--- config.mk ---
export PLATFORM = sky130hd
export DESIGN_NAME = dds_sweep_ctrl
export DESIGN_NICKNAME = d
export VERILOG_FILES = /design/src/rtl/dds_pkg.sv /design/src/rtl/dds_dwell_timer.sv /design/src/rtl/dds_sweep_ctrl.sv
export SDC_FILE = /design/constraint.sdc
export NUM_CORES = 1
export LEC_CHECK = 0
export CAP_MARGIN = 20
export CORE_MARGIN = 2
export CORE_UTILIZATION = 55
export DETAILED_ROUTE_END_ITERATION = 7
export GPL_TIMING_DRIVEN = 0
export PLACE_DENSITY_LB_ADDON = 0.25
export SYNTH_ARGS = -nofsm -noshare
export SYNTH_HDL_FRONTEND = slang
export SYNTH_SLANG_ARGS = --single-unit
export TNS_END_PERCENT = 10
--- constraint.sdc ---
create_clock -name clk -period 11.2 [get_ports clk]
set_input_delay 1.12 -clock clk [delete_from_list [all_inputs] [get_ports clk]]
set_output_delay 1.12 -clock clk [all_outputs]
set_load 0.01 [all_outputs]
--- src/rtl/dds_pkg.sv ---
`default_nettype none
// ============================================================================
//  Module      : dds_pkg
//  Description : Shared definitions for the DDS frequency-sweep controller:
//                sweep FSM state encoding and default datapath widths.
//                The DDS_SWEEP_TRIANGLE_EN macro (see dds_sweep_ctrl) decides
//                whether the DOWN state is ever entered.
//  Revision    : 1.0 - initial release
// ============================================================================
package dds_pkg;

    // Default widths for tuning word, phase offset and dwell counter
    localparam int c_FTW_W   = 32;
    localparam int c_PHASE_W = 11;
    localparam int c_DWELL_W = 16;

    // Sweep FSM states
    typedef enum logic [1:0] {
        IDLE = 2'd0,
        UP   = 2'd1,
        DOWN = 2'd2
    } dds_state_e;

endpackage : dds_pkg
`default_nettype wire

--- src/rtl/dds_dwell_timer.sv ---
`default_nettype none
// ============================================================================
//  Module      : dds_dwell_timer
//  Description : Dwell counter for the sweep controller. Loads a hold count,
//                decrements once per cycle down to zero, and flags zero.
//  Ports       : clk      - clock, rising edge
//                rst_n    - synchronous active-low reset (count -> 0)
//                load     - load load_val this cycle (wins over decrement)
//                load_val - value to load
//                zero     - count is currently zero
//  Revision    : 1.0 - initial release
// ============================================================================
module dds_dwell_timer
    import dds_pkg::*;
#(
    parameter int DWELL_W = c_DWELL_W
) (
    input  logic               clk,
    input  logic               rst_n,
    input  logic               load,
    input  logic [DWELL_W-1:0] load_val,
    output logic               zero
);

    logic [DWELL_W-1:0] r_count;

    always_ff @(posedge clk) begin
        if (!rst_n) begin
            r_count <= '0;
        end else if (load) begin
            r_count <= load_val;
        end else if (r_count != '0) begin
            r_count <= r_count - 1'b1;
        end
    end

    assign zero = (r_count == '0);

endmodule : dds_dwell_timer
`default_nettype wire

--- src/rtl/dds_sweep_ctrl.sv ---
`default_nettype none
// ============================================================================
//  Module      : dds_sweep_ctrl
//  Description : Frequency-sweep controller for a DDS core. Steps the tuning
//                word K from f_start to f_stop in f_step increments, holding
//                each value for dwell+1 cycles. Single-shot or continuous.
//                Build option DDS_SWEEP_TRIANGLE_EN: continuous mode sweeps
//                up then down (triangle); without it, continuous mode
//                restarts from f_start (sawtooth) and DOWN is never used.
//  Ports       : clk, rst_n            - clock / synchronous active-low reset
//                start, stop           - one-cycle sweep / abort requests
//                mode                  - 0 single sweep, 1 continuous
//                f_start/f_stop/f_step - sweep bounds and increment
//                dwell                 - extra hold cycles per frequency
//                p_offset              - phase offset passed downstream
//                K, P                  - registered tuning word / phase
//                busy                  - sweep active
//                done, cfg_err         - one-cycle status pulses
//  Revision    : 1.0 - initial release
// ============================================================================
module dds_sweep_ctrl
    import dds_pkg::*;
#(
    parameter int FTW_W   = c_FTW_W,
    parameter int PHASE_W = c_PHASE_W,
    parameter int DWELL_W = c_DWELL_W
) (
    input  logic               clk,
    input  logic               rst_n,
    input  logic               start,
    input  logic               stop,
    input  logic               mode,
    input  logic [FTW_W-1:0]   f_start,
    input  logic [FTW_W-1:0]   f_stop,
    input  logic [FTW_W-1:0]   f_step,
    input  logic [DWELL_W-1:0] dwell,
    input  logic [PHASE_W-1:0] p_offset,
    output logic [FTW_W-1:0]   K,
    output logic [PHASE_W-1:0] P,
    output logic               busy,
    output logic               done,
    output logic               cfg_err
);

    dds_state_e         r_state, w_state_nxt;

    logic [FTW_W-1:0]   r_k, w_k_nxt;
    logic [PHASE_W-1:0] r_p, w_p_nxt;
    logic               r_done, w_done_nxt;
    logic               r_cfg_err, w_cfg_err_nxt;

    // Sweep configuration captured on the accepting start edge
    logic [FTW_W-1:0]   r_f_start, r_f_stop, r_f_step;
    logic [DWELL_W-1:0] r_dwell;
    logic               r_mode;

    logic               w_cfg_ok;
    logic               w_capture;
    logic               w_tmr_load;
    logic [DWELL_W-1:0] w_tmr_val;
    logic               w_tmr_zero;

    // Upward step, one bit wider so a step past the top never wraps
    logic [FTW_W:0]     w_sum;
    logic [FTW_W-1:0]   w_k_up;

    assign w_cfg_ok = (f_step != '0) && (f_stop >= f_start);

    assign w_sum  = {1'b0, r_k} + {1'b0, r_f_step};
    assign w_k_up = (w_sum > {1'b0, r_f_stop}) ? r_f_stop : w_sum[FTW_W-1:0];

`ifdef DDS_SWEEP_TRIANGLE_EN
    // Downward step; a borrow out of the top bit means K < f_step
    logic [FTW_W:0]     w_diff;
    logic [FTW_W-1:0]   w_k_dn;

    assign w_diff = {1'b0, r_k} - {1'b0, r_f_step};
    assign w_k_dn = (w_diff[FTW_W] || (w_diff[FTW_W-1:0] < r_f_start))
                    ? r_f_start : w_diff[FTW_W-1:0];
`endif

    dds_dwell_timer #(
        .DWELL_W  (DWELL_W)
    ) u_dwell_timer (
        .clk      (clk),
        .rst_n    (rst_n),
        .load     (w_tmr_load),
        .load_val (w_tmr_val),
        .zero     (w_tmr_zero)
    );

    // ------------------------------------------------------------------
    // State and output registers
    // ------------------------------------------------------------------
    always_ff @(posedge clk) begin
        if (!rst_n) begin
            r_state   <= IDLE;
            r_k       <= '0;
            r_p       <= '0;
            r_done    <= 1'b0;
            r_cfg_err <= 1'b0;
        end else begin
            r_state   <= w_state_nxt;
            r_k       <= w_k_nxt;
            r_p       <= w_p_nxt;
            r_done    <= w_done_nxt;
            r_cfg_err <= w_cfg_err_nxt;
        end
    end

    always_ff @(posedge clk) begin
        if (!rst_n) begin
            r_f_start <= '0;
            r_f_stop  <= '0;
            r_f_step  <= '0;
            r_dwell   <= '0;
            r_mode    <= 1'b0;
        end else if (w_capture) begin
            r_f_start <= f_start;
            r_f_stop  <= f_stop;
            r_f_step  <= f_step;
            r_dwell   <= dwell;
            r_mode    <= mode;
        end
    end

    // ------------------------------------------------------------------
    // Next-state and datapath decisions
    // ------------------------------------------------------------------
    always_comb begin
        w_state_nxt   = r_state;
        w_k_nxt       = r_k;
        w_p_nxt       = r_p;
        w_done_nxt    = 1'b0;
        w_cfg_err_nxt = 1'b0;
        w_capture     = 1'b0;
        w_tmr_load    = 1'b0;
        w_tmr_val     = r_dwell;

        unique case (r_state)
            IDLE: begin
                // start together with stop is a no-op, not a config error
                if (start && !stop) begin
                    if (w_cfg_ok) begin
                        w_capture   = 1'b1;
                        w_state_nxt = UP;
                        w_k_nxt     = f_start;
                        w_p_nxt     = p_offset;
                        w_tmr_load  = 1'b1;
                        w_tmr_val   = dwell;
                    end else begin
                        w_cfg_err_nxt = 1'b1;
                    end
                end
            end

            UP: begin
                if (stop) begin
                    w_state_nxt = IDLE;
                end else if (w_tmr_zero) begin
                    w_tmr_load = 1'b1;
                    if (r_k != r_f_stop) begin
                        w_k_nxt = w_k_up;
                    end else if (!r_mode) begin
                        w_state_nxt = IDLE;
                        w_done_nxt  = 1'b1;
                    end else begin
`ifdef DDS_SWEEP_TRIANGLE_EN
                        // Turn around: first downward step happens now
                        w_state_nxt = DOWN;
                        w_k_nxt     = w_k_dn;
`else
                        w_k_nxt     = r_f_start;
`endif
                    end
                end
            end

`ifdef DDS_SWEEP_TRIANGLE_EN
            DOWN: begin
                if (stop) begin
                    w_state_nxt = IDLE;
                end else if (w_tmr_zero) begin
                    w_tmr_load = 1'b1;
                    if (r_k != r_f_start) begin
                        w_k_nxt = w_k_dn;
                    end else begin
                        w_state_nxt = UP;
                        w_k_nxt     = w_k_up;
                    end
                end
            end
`endif

            default: begin
                w_state_nxt = IDLE;
            end
        endcase
    end

    assign K       = r_k;
    assign P       = r_p;
    assign busy    = (r_state != IDLE);
    assign done    = r_done;
    assign cfg_err = r_cfg_err;

endmodule : dds_sweep_ctrl
`default_nettype wire

Word-level counts from Yosys, hierarchy flattened
Index checks and enable logic that the tools add are counted.
W data, S select, Z words.
- bitwise operators: 3
- multiplexer cells: 28
- equal/unequal tests: 10
- order comparisons: 2
- add/sub/neg operators: 2
- reductions and logical operators: 15
- operators with widths (kind ; number):
    $mux W32 ; 7
    $mux W16 ; 5
    $pmux W32 S2 ; 1
    $add A32 B32 Y33 ; 1
    $gt A33 B32 Y1 ; 1
    $ge A32 B32 Y1 ; 1
    $ne A32 B32 Y1 ; 1
    $reduce_bool A32 Y1 ; 1
    $logic_not A16 Y1 ; 1
    $reduce_bool A16 Y1 ; 1
    $sub A16 B1 Y16 const B ; 1
    $mux W2 ; 6
    $ne A3 B3 Y1 const B ; 3
    $mux W1 ; 7
    $ne A2 B2 Y1 const B ; 3
    $reduce_and A3 Y1 ; 2
    $reduce_and A6 Y1 ; 1
    $reduce_bool A2 Y1 ; 3
    $reduce_and A5 Y1 ; 1
    $reduce_or A5 Y1 ; 1
    $pmux W2 S2 ; 1
    $ne A3 B2 Y1 const B ; 1
    $not A1 Y1 ; 3
    $eq A2 B1 Y1 const B ; 1
    5 further kinds ; 6
- logic and storage cells: 71
- bits in registers: 176
- output and inout bits: 46

Depth between registers and ports, before layout
Gate-level depths: netlist of the first run.
- depth in word-level cells: 7
- depth in mapped cells: 22
- depth with buffers taken out: 19

Modules after synthesis
Synthesis of the first run repeated with hierarchy kept, for this count alone.
- cells, all modules: 1302
- area, all modules: 11228.3 um2
- modules (own cells, without submodules) (module ; sequential area each (um2) ; instances ; area an instance (um2) ; cells an instance):
    dds_sweep_ctrl ; 3183.1 ; 1 ; 10288.6 ; 1186
    dds_dwell_timer ; 320.3 ; 1 ; 939.7 ; 116

Worst setup path before layout of the first run
Ideal clock, no wire load.
- kind: reg2reg
- start point: register r_k[0], in the netlist K[0]
- end point: register r_k[2], in the netlist K[2]
- slack: 6.701 ns
- period minus slack after synthesis: 4.499 ns
- setup time: 0.125 ns
- arrival time: 4.375 ns
- cell stages (with the launch flop): 22
- path buffers: 2
- path through: dfxtp_1 ha_1 fa_1 a211oi_2 o211ai_2 a221o_1 a2111oi_0 a211o_1 o21ai_0 xor2_1 ha_1 a21oi_1 nor2_1 a211oi_1 o211ai_1 o22ai_1 o211a_1 buf_2 clkbuf_1 a21oi_1 a211oi_1 o22ai_1
- word-level cells in the longest chain between the ends: 7
- ends and longest elaborated chain (element ; RTL line ; source):
    start: declaration ; dds_sweep_ctrl.sv:47 ; logic [FTW_W-1:0] r_k, w_k_nxt;
    start signal: assignment ; dds_sweep_ctrl.sv:104 ; r_k <= w_k_nxt;
    $add A32 B32 Y33 ; dds_sweep_ctrl.sv:69 ; assign w_sum = {1'b0, r_k} + {1'b0, r_f_step};
    $gt A33 B32 Y1 ; dds_sweep_ctrl.sv:70 ; assign w_k_up = (w_sum > {1'b0, r_f_stop}) ? r_f_stop : w_sum[FTW_W-1:0];
    $mux W32 ; dds_sweep_ctrl.sv:70 ;
    $mux W32 ; dds_sweep_ctrl.sv:162 ; if (r_k != r_f_stop) begin
    $mux W32 ; dds_sweep_ctrl.sv:160 ; end else if (w_tmr_zero) begin
    $mux W32 ; dds_sweep_ctrl.sv:158 ; if (stop) begin
    $pmux W32 S2 ; dds_sweep_ctrl.sv:140 ; unique case (r_state)
Several ways; a longest one is shown, not always the timed one. The select of a mux whose other input is x is not followed.
A chain may end at the register's enable or synchronous reset.

Final worst setup path of the first run
Same ends and word-level chain as after synthesis.

==> results of run 1 <==
==> worst min-delay path, delay by kind of cell (launching register included) <==
family           cells  cell delay [ps]
flip-flops           1              320
AO/OA/AOI/OAI        1               60
AND/OR/NAND/NOR      1               40
==> through the flow <==
step / area (µm²) / std cells / utilization
global placement: 13500 / 1913 / 0.664
global route: 14100 / 1945 / 0.694
detailed placement: 13500 / 1913 / 0.664
finish: 14100 / 1945 / 0.694
CTS: 14100 / 1945 / 0.694
floorplan: 11500 / 1471 / -
==> cells by family after synthesis <==
group,after synthesis,synth area share
adders and majority gates,98,0.108
AOI/OAI and AO/OA,451,0.262
and+or+nand+nor,495,0.197
muxes,22,0.0192
DFF,175,0.306
xor gates and xnor gates,69,0.0528
buffers and inverters,161,0.0558
==> cell type report <==
cell class | count | area share
repair buffers | 172 | 0.122
plain buffers | 82 | 0.0242
inverters | 79 | 0.0210
flip-flops and latches | 175 | 0.248
clock buffers | 18 | 0.0311
clock inverters | 14 | 0.0131
multi-input cells | 1135 | 0.517
well taps | 270 | 0.0239
==> where the power goes <==
| part | internal [mW] | total (mW) | switching (mW) |
|---|---|---|---|
| clock network | 0.311 | 0.623 | 0.312 |
| registers | 0.673 | 0.730 | 0.0567 |
| logic | 0.268 | 0.624 | 0.356 |
| total | 1.25 | 1.98 | 0.725 |
==> worst min path at each step <==
stage | depth (start not counted) | from | endpoint
2_1_floorplan | 2 | r_f_start[2] | r_f_start[2]
3_3_place_gp | 2 | P[6] | P[6]
3_5_place_dp | 2 | P[6] | P[6]
4_1_cts | 2 | P[6] | P[6]
5_1_grt | 2 | r_dwell[4] | r_dwell[4]
6_report | 2 | P[6] | P[6]
==> cell usage in the layout (no fill, tap or decap), drive strengths merged, types with 19 or more instances in the layout <==
cell type	count
buf	27
mux2i	22
nor4	20
nor2b	27
nor2	46
a21o	31
clkbuf	73
o211ai	20
xor2	51
a31oi	38
nand2	274
a21boi	110
nand4	19
nand3	54
clkdlybuf4s50	172
a21oi	75
inv	86
o21ai	92
o21a	30
ha	97
dfxtp	175
==> layer usage <==
layer	GRT usage	wire, µm	vias to the layer above
met2	0.528	16400	558
met3	0.0681	3600	66
met4	0.125	1080	0
li1	-	-	5579
met5	0	0	-
met1	0.482	17000	5450
==> registers in the layout, summed over array words and instances (netlist names), 11 cells and up <==
register	count
r_dwell	16
r_f_step	32
r_f_stop	32
u_dwell_timer.r_count	16
r_f_start	32
K	32
P	11
==> flow_metrics.env, run 1 <==
export IMPL_path_class="reg -> reg"
export IMPL_synthTopCellsByArea="dfxtp_1 (31%), ha_1 (11%), nand2_1 (9.0%), a21boi_0 (7.1%), o21ai_0 (4.0%)"
export IMPL_r2r_setup_slack_ps=5410
export IMPL_ys_ff_latch=175
export IMPL_row_count=52
export IMPL_status="finished, final reports clean"
export IMPL_max_vdd_ir_drop_v=0.000102
export IMPL_max_freq_mhz=173
export IMPL_timing_critical_path_buf_inv=2
export IMPL_period_share=0.517
export IMPL_fillCellCount=1705
export IMPL_cts_resized=0
export IMPL_netlist_top_cells_count="nand2_1 (274), dfxtp_1 (175), a21boi_0 (109)"
export IMPL_io_buffers=172
export IMPL_routed_wl_um=38100
export IMPL_overflow=0
export IMPL_post_synth_top_count_cell="nand2_1"
export IMPL_post_synth_top_area_cell="dfxtp_1"
export IMPL_htreeDepth=4
export IMPL_synth_cell_type_count=63
export IMPL_synth_cells=1471
export IMPL_antenna_cells=0
export IMPL_grt_max_degree=21
export IMPL_ctsLongestPathBuffers=2
export IMPL_hold_viol_final=0
export IMPL_cp_startpoint="K[0]"
export IMPL_crit_slowest_cell="fa_1"
export IMPL_cp_arrival_ps=6120
export IMPL_ioPinCount=174
export IMPL_remaining_drc_errors=0
export IMPL_powerDensity_nw_per_um2=140
export IMPL_cts_sinks=175
export IMPL_hpwl_um=30100
export IMPL_yosysWarnings=0
export IMPL_critPathCapture="K[2]"
export IMPL_gp_congestion=0.996
export IMPL_setup_ws_ps=5410
export IMPL_r2r_end="K[2]"
export IMPL_ctsHoldBuffers=0
export IMPL_path_delay_family="compound AO/OA/AOI/OAI gates"
export IMPL_worst_skew_pair_late_latency_ps=450
export IMPL_slew_headroom=0.283
export IMPL_areaGrowthSynthToFinish_pct=23.4
export IMPL_multi_input_area_um2=7310
export IMPL_finalSetupViolCount=0
export IMPL_p_leak_nw=5.51
export IMPL_nets=1888
export IMPL_synth_top_area_frac=0.306
export IMPL_die_area_um2=22000
export IMPL_layout_min_cycle_time_ps=5790
export IMPL_drtPass1Iterations=5
export IMPL_cp_start_kind="register"
export IMPL_antenna_found_initial=0
export IMPL_ant_nets=0
export IMPL_drt_vias_per_instance=5.99
export IMPL_synthArstFlopShare=0
export IMPL_yosysSeqAreaShare=0.306
export IMPL_seqCellArea_um2=3500
export IMPL_fin_hold_ws_ps=463
export IMPL_crit_path_cell_trace="ha_1 > fa_1 > a211oi_2 > o211ai_2 > a221o_1 > a2111oi_0 > a211o_1 > o21ai_0 > xor2_1 > ha_1 > nand2_1 > nor2_1 > a211oi_1 > o211ai_1 > o22ai_1 > o211a_1 > buf_2 > clkbuf_1 > a21oi_1 > a211oi_1 > o22ai_1"
export IMPL_drive_above_1_share=0.0418
export IMPL_cts_tree="done"
export IMPL_worst_pin_slew_ps=1070
export IMPL_power_total_mw=1.98
export IMPL_hold_path_class="reg -> reg"
export IMPL_grtUsageTotal=0.344
export IMPL_clock_skew_ps=14.1
export IMPL_worst_path_max_fanout=10
export IMPL_slowest_delay_ps=460
export IMPL_drt_wirelength_per_cell_um=19.6
export IMPL_setup_tns_ps=0
export IMPL_end_kind="register"
export IMPL_synth_edf_count=0
export IMPL_ctsRootBufferMaster="clkbuf_16"
export IMPL_clk_pin_slew_ps=80
export IMPL_rsz0062_at_grt="false"
export IMPL_cts_buffers=17
export IMPL_syn_cell_area_um2=11500
export IMPL_ys_flop_type="dfxtp_1"
export IMPL_drv_slew=0
export IMPL_r2r_cells=21
export IMPL_vias=11700
export IMPL_die_w_um=148
export IMPL_cap_violations=0
export IMPL_initial_core_util=0.562
export IMPL_syn_num_nets=1697
export IMPL_synth_area_per_cell_um2=7.79
export IMPL_grt_pass1_wl_um=59000
export IMPL_r2r_start="K[0]"
export IMPL_postCtsSetupRepairBufs=0
export IMPL_drtIter0Drc=1001
export IMPL_cp_depth=21
export IMPL_critPathRequiredTime_ps=11530
export IMPL_grt_pass1_vias=11000
export IMPL_die_y_um=148
export IMPL_design_core_area_um2=20400
export IMPL_dp_slack_ps=5660
Note: power is estimated with default switching activity, not from simulation.
==> run 2, diff against run 1 <==
==> constraint.sdc (replaced) <==
create_clock -name clk -period 5.35 [get_ports clk]
set_input_delay 0.535 -clock clk [delete_from_list [all_inputs] [get_ports clk]]
set_output_delay 0.535 -clock clk [all_outputs]
set_load 0.01 [all_outputs]
==> flow_metrics.env, run 2 (synthesis results as in run 1) <==
export IMPL_status="finished, final reports clean"
export IMPL_cts_tree="done"
export IMPL_cts_sinks=175
export IMPL_powerDensity_nw_per_um2=293
export IMPL_fillCellCount=1692
export IMPL_drive_above_1_share=0.0513
export IMPL_die_w_um=148
export IMPL_die_area_um2=22000
export IMPL_clkPwrFrac=0.312
export IMPL_areaGrowthSynthToFinish_pct=24.3
export IMPL_max_freq_mhz=196
export IMPL_hold_viol_final=0
export IMPL_cp_arrival_ps=5470
export IMPL_sequentialPowerShare=0.366
export IMPL_grt_pass1_wl_um=59100
export IMPL_row_count=52
export IMPL_worst_skew_pair_late_latency_ps=450
export IMPL_drtIter0Drc=905
export IMPL_worst_pin_slew_ps=1070
export IMPL_nets=1891
export IMPL_critPathRequiredTime_ps=5730
export IMPL_ant_nets=0
export IMPL_timing_critical_path_buf_inv=1
export IMPL_cp_startpoint="K[0]"
export IMPL_die_y_um=148
export IMPL_period_share=0.952
export IMPL_final_common_cell="nand2_1"
export IMPL_antenna_cells=0
export IMPL_clk_pin_slew_ps=80
export IMPL_htreeDepth=4
export IMPL_routed_wl_um=38200
export IMPL_p_sw_mw=1.52
export IMPL_crit_path_cell_trace="ha_1 > fa_2 > a211oi_4 > o211ai_2 > a221o_1 > a2111oi_2 > a211o_1 > o21ai_0 > xor2_1 > ha_1 > nand2_1 > nor2_1 > a211oi_1 > o211ai_1 > o22ai_2 > o211ai_1 > clkbuf_4 > nor4b_2 > o21ai_0 > a31oi_1"
export IMPL_drt_wirelength_per_cell_um=19.6
export IMPL_multi_input_area_um2=7370
export IMPL_critPathCapture="K[20]"
export IMPL_r2r_end="K[20]"
export IMPL_crit_slowest_cell="a221o_1"
export IMPL_cp_depth=20
export IMPL_r2r_cells=20
export IMPL_cp_start_kind="register"
export IMPL_seqCellArea_um2=3500
export IMPL_vias=11700
export IMPL_hpwl_um=30100
export IMPL_fin_util=0.699
export IMPL_stdcell_area_um2=14200
export IMPL_initial_core_util=0.562
export IMPL_io_buffers=172
export IMPL_rsz0062_at_grt="false"
export IMPL_path_delay_family="compound AO/OA/AOI/OAI gates"
export IMPL_cts_buffers=17
export IMPL_ctsHoldBuffers=0
export IMPL_slew_headroom=0.280
export IMPL_grt_max_degree=21
export IMPL_slowest_delay_ps=410
export IMPL_antenna_found_initial=0
export IMPL_max_vdd_ir_drop_v=0.000201
export IMPL_gp_congestion=0.996
export IMPL_drv_slew=0
export IMPL_internal_power_mw=2.65
export IMPL_design_core_area_um2=20400
export IMPL_finalSetupViolCount=0
export IMPL_drt_vias_per_instance=5.99
export IMPL_ioPinCount=174
export IMPL_p_comb_frac=0.322
export IMPL_worst_path_max_fanout=10
export IMPL_end_kind="register"
export IMPL_grtUsageTotal=0.345
export IMPL_ctsLongestPathBuffers=2
export IMPL_cap_violations=0
export IMPL_r2r_setup_slack_ps=260
export IMPL_path_class="reg -> reg"
export IMPL_grt_pass1_vias=11000
export IMPL_p_leak_nw=5.55
export IMPL_hold_path_class="reg -> reg"
export IMPL_layout_common_cells="nand2_1 (273), dfxtp_1 (174), clkdlybuf4s50_1 (172), a21boi_0 (109), ha_1 (97)"
export IMPL_dpl_instance_area_um2=13500
export IMPL_r2r_start="K[0]"
export IMPL_switching_share=0.365
export IMPL_clock_skew_ps=13.7
export IMPL_layout_min_cycle_time_ps=5090
export IMPL_overflow=0
export IMPL_drtPass1Iterations=6
export IMPL_remaining_drc_errors=0
export IMPL_ctsRootBufferMaster="clkbuf_16"
run 2: changes by cell type in the layout (fill, tap and decap cells not counted), moves of 2 or more:
cell and change:
nor4b_2 +2, buf_4 +5, clkbuf_1 -4, nor4b_1 -2
clkbuf_4 +2
run 2: worst min path at each step:
stage | from | end | slack [ps] | cells past startpoint
CTS | P[6] | P[6] | 470 | 2
finish | P[6] | P[6] | 460 | 2
floorplan | r_f_start[2] | r_f_start[2] | 440 | 2
detailed placement | P[6] | P[6] | 460 | 2
global route | r_dwell[4] | r_dwell[4] | 480 | 2
global placement | P[6] | P[6] | 450 | 2
run 2: power by group through the flow:
stage / registers [mW] / clock network, mW / logic (mW)
final: 1.53 / 1.30 / 1.34
after global routing: 1.54 / 1.35 / 1.47
after CTS: 1.52 / 1.31 / 1.30
after detailed placement: 1.55 / 0 / 1.27
after global placement: 1.55 / 0 / 1.24
after floorplan: 1.53 / 0 / 0.848
run 2: layout make-up:
class	count	area share
buffer	82	0.0251
clock buffer	18	0.0309
clock inverter	14	0.0130
inverter	79	0.0208
multi-input combinational	1135	0.518
sequential	175	0.246
tap	270	0.0237
timing repair buffer	175	0.123
run 2: through the flow:
step	setup WS [ps]	cells	hold WS [ps]	TNS (ps)	total power [mW]
6_report	257	1948	463	0	4.18
4_1_cts	4.75	1946	467	0	4.13
2_1_floorplan	851	1471	438	0	2.37
3_3_place_gp	-182	1913	448	-729	2.79
3_5_place_dp	-191	1913	457	-876	2.82
5_1_grt	13.0	1948	483	0	4.36
run 2: timing repair:
action | in CTS | in global routing
buffers inserted | 1 | 2
endpoints found under the setup margin | 22 | 31
gates resized for setup | 7 | 21
pin swaps | 1 | 7
hold endpoints to repair | 0 | 0
run 2: worst min-delay path, delay by kind of cell, from the launching register on:
family	cells	cell delay, ps
AND/OR/NAND/NOR	1	40
AO/OA/AOI/OAI	1	60
flip-flops	1	320
run 2: metal layers:
layer	track usage	up-vias	routed length, µm
li1	-	5593	-
met3	0.0666	56	3570
met5	0	-	0
met4	0.123	0	1060
met2	0.529	552	16500
met1	0.484	5475	17000
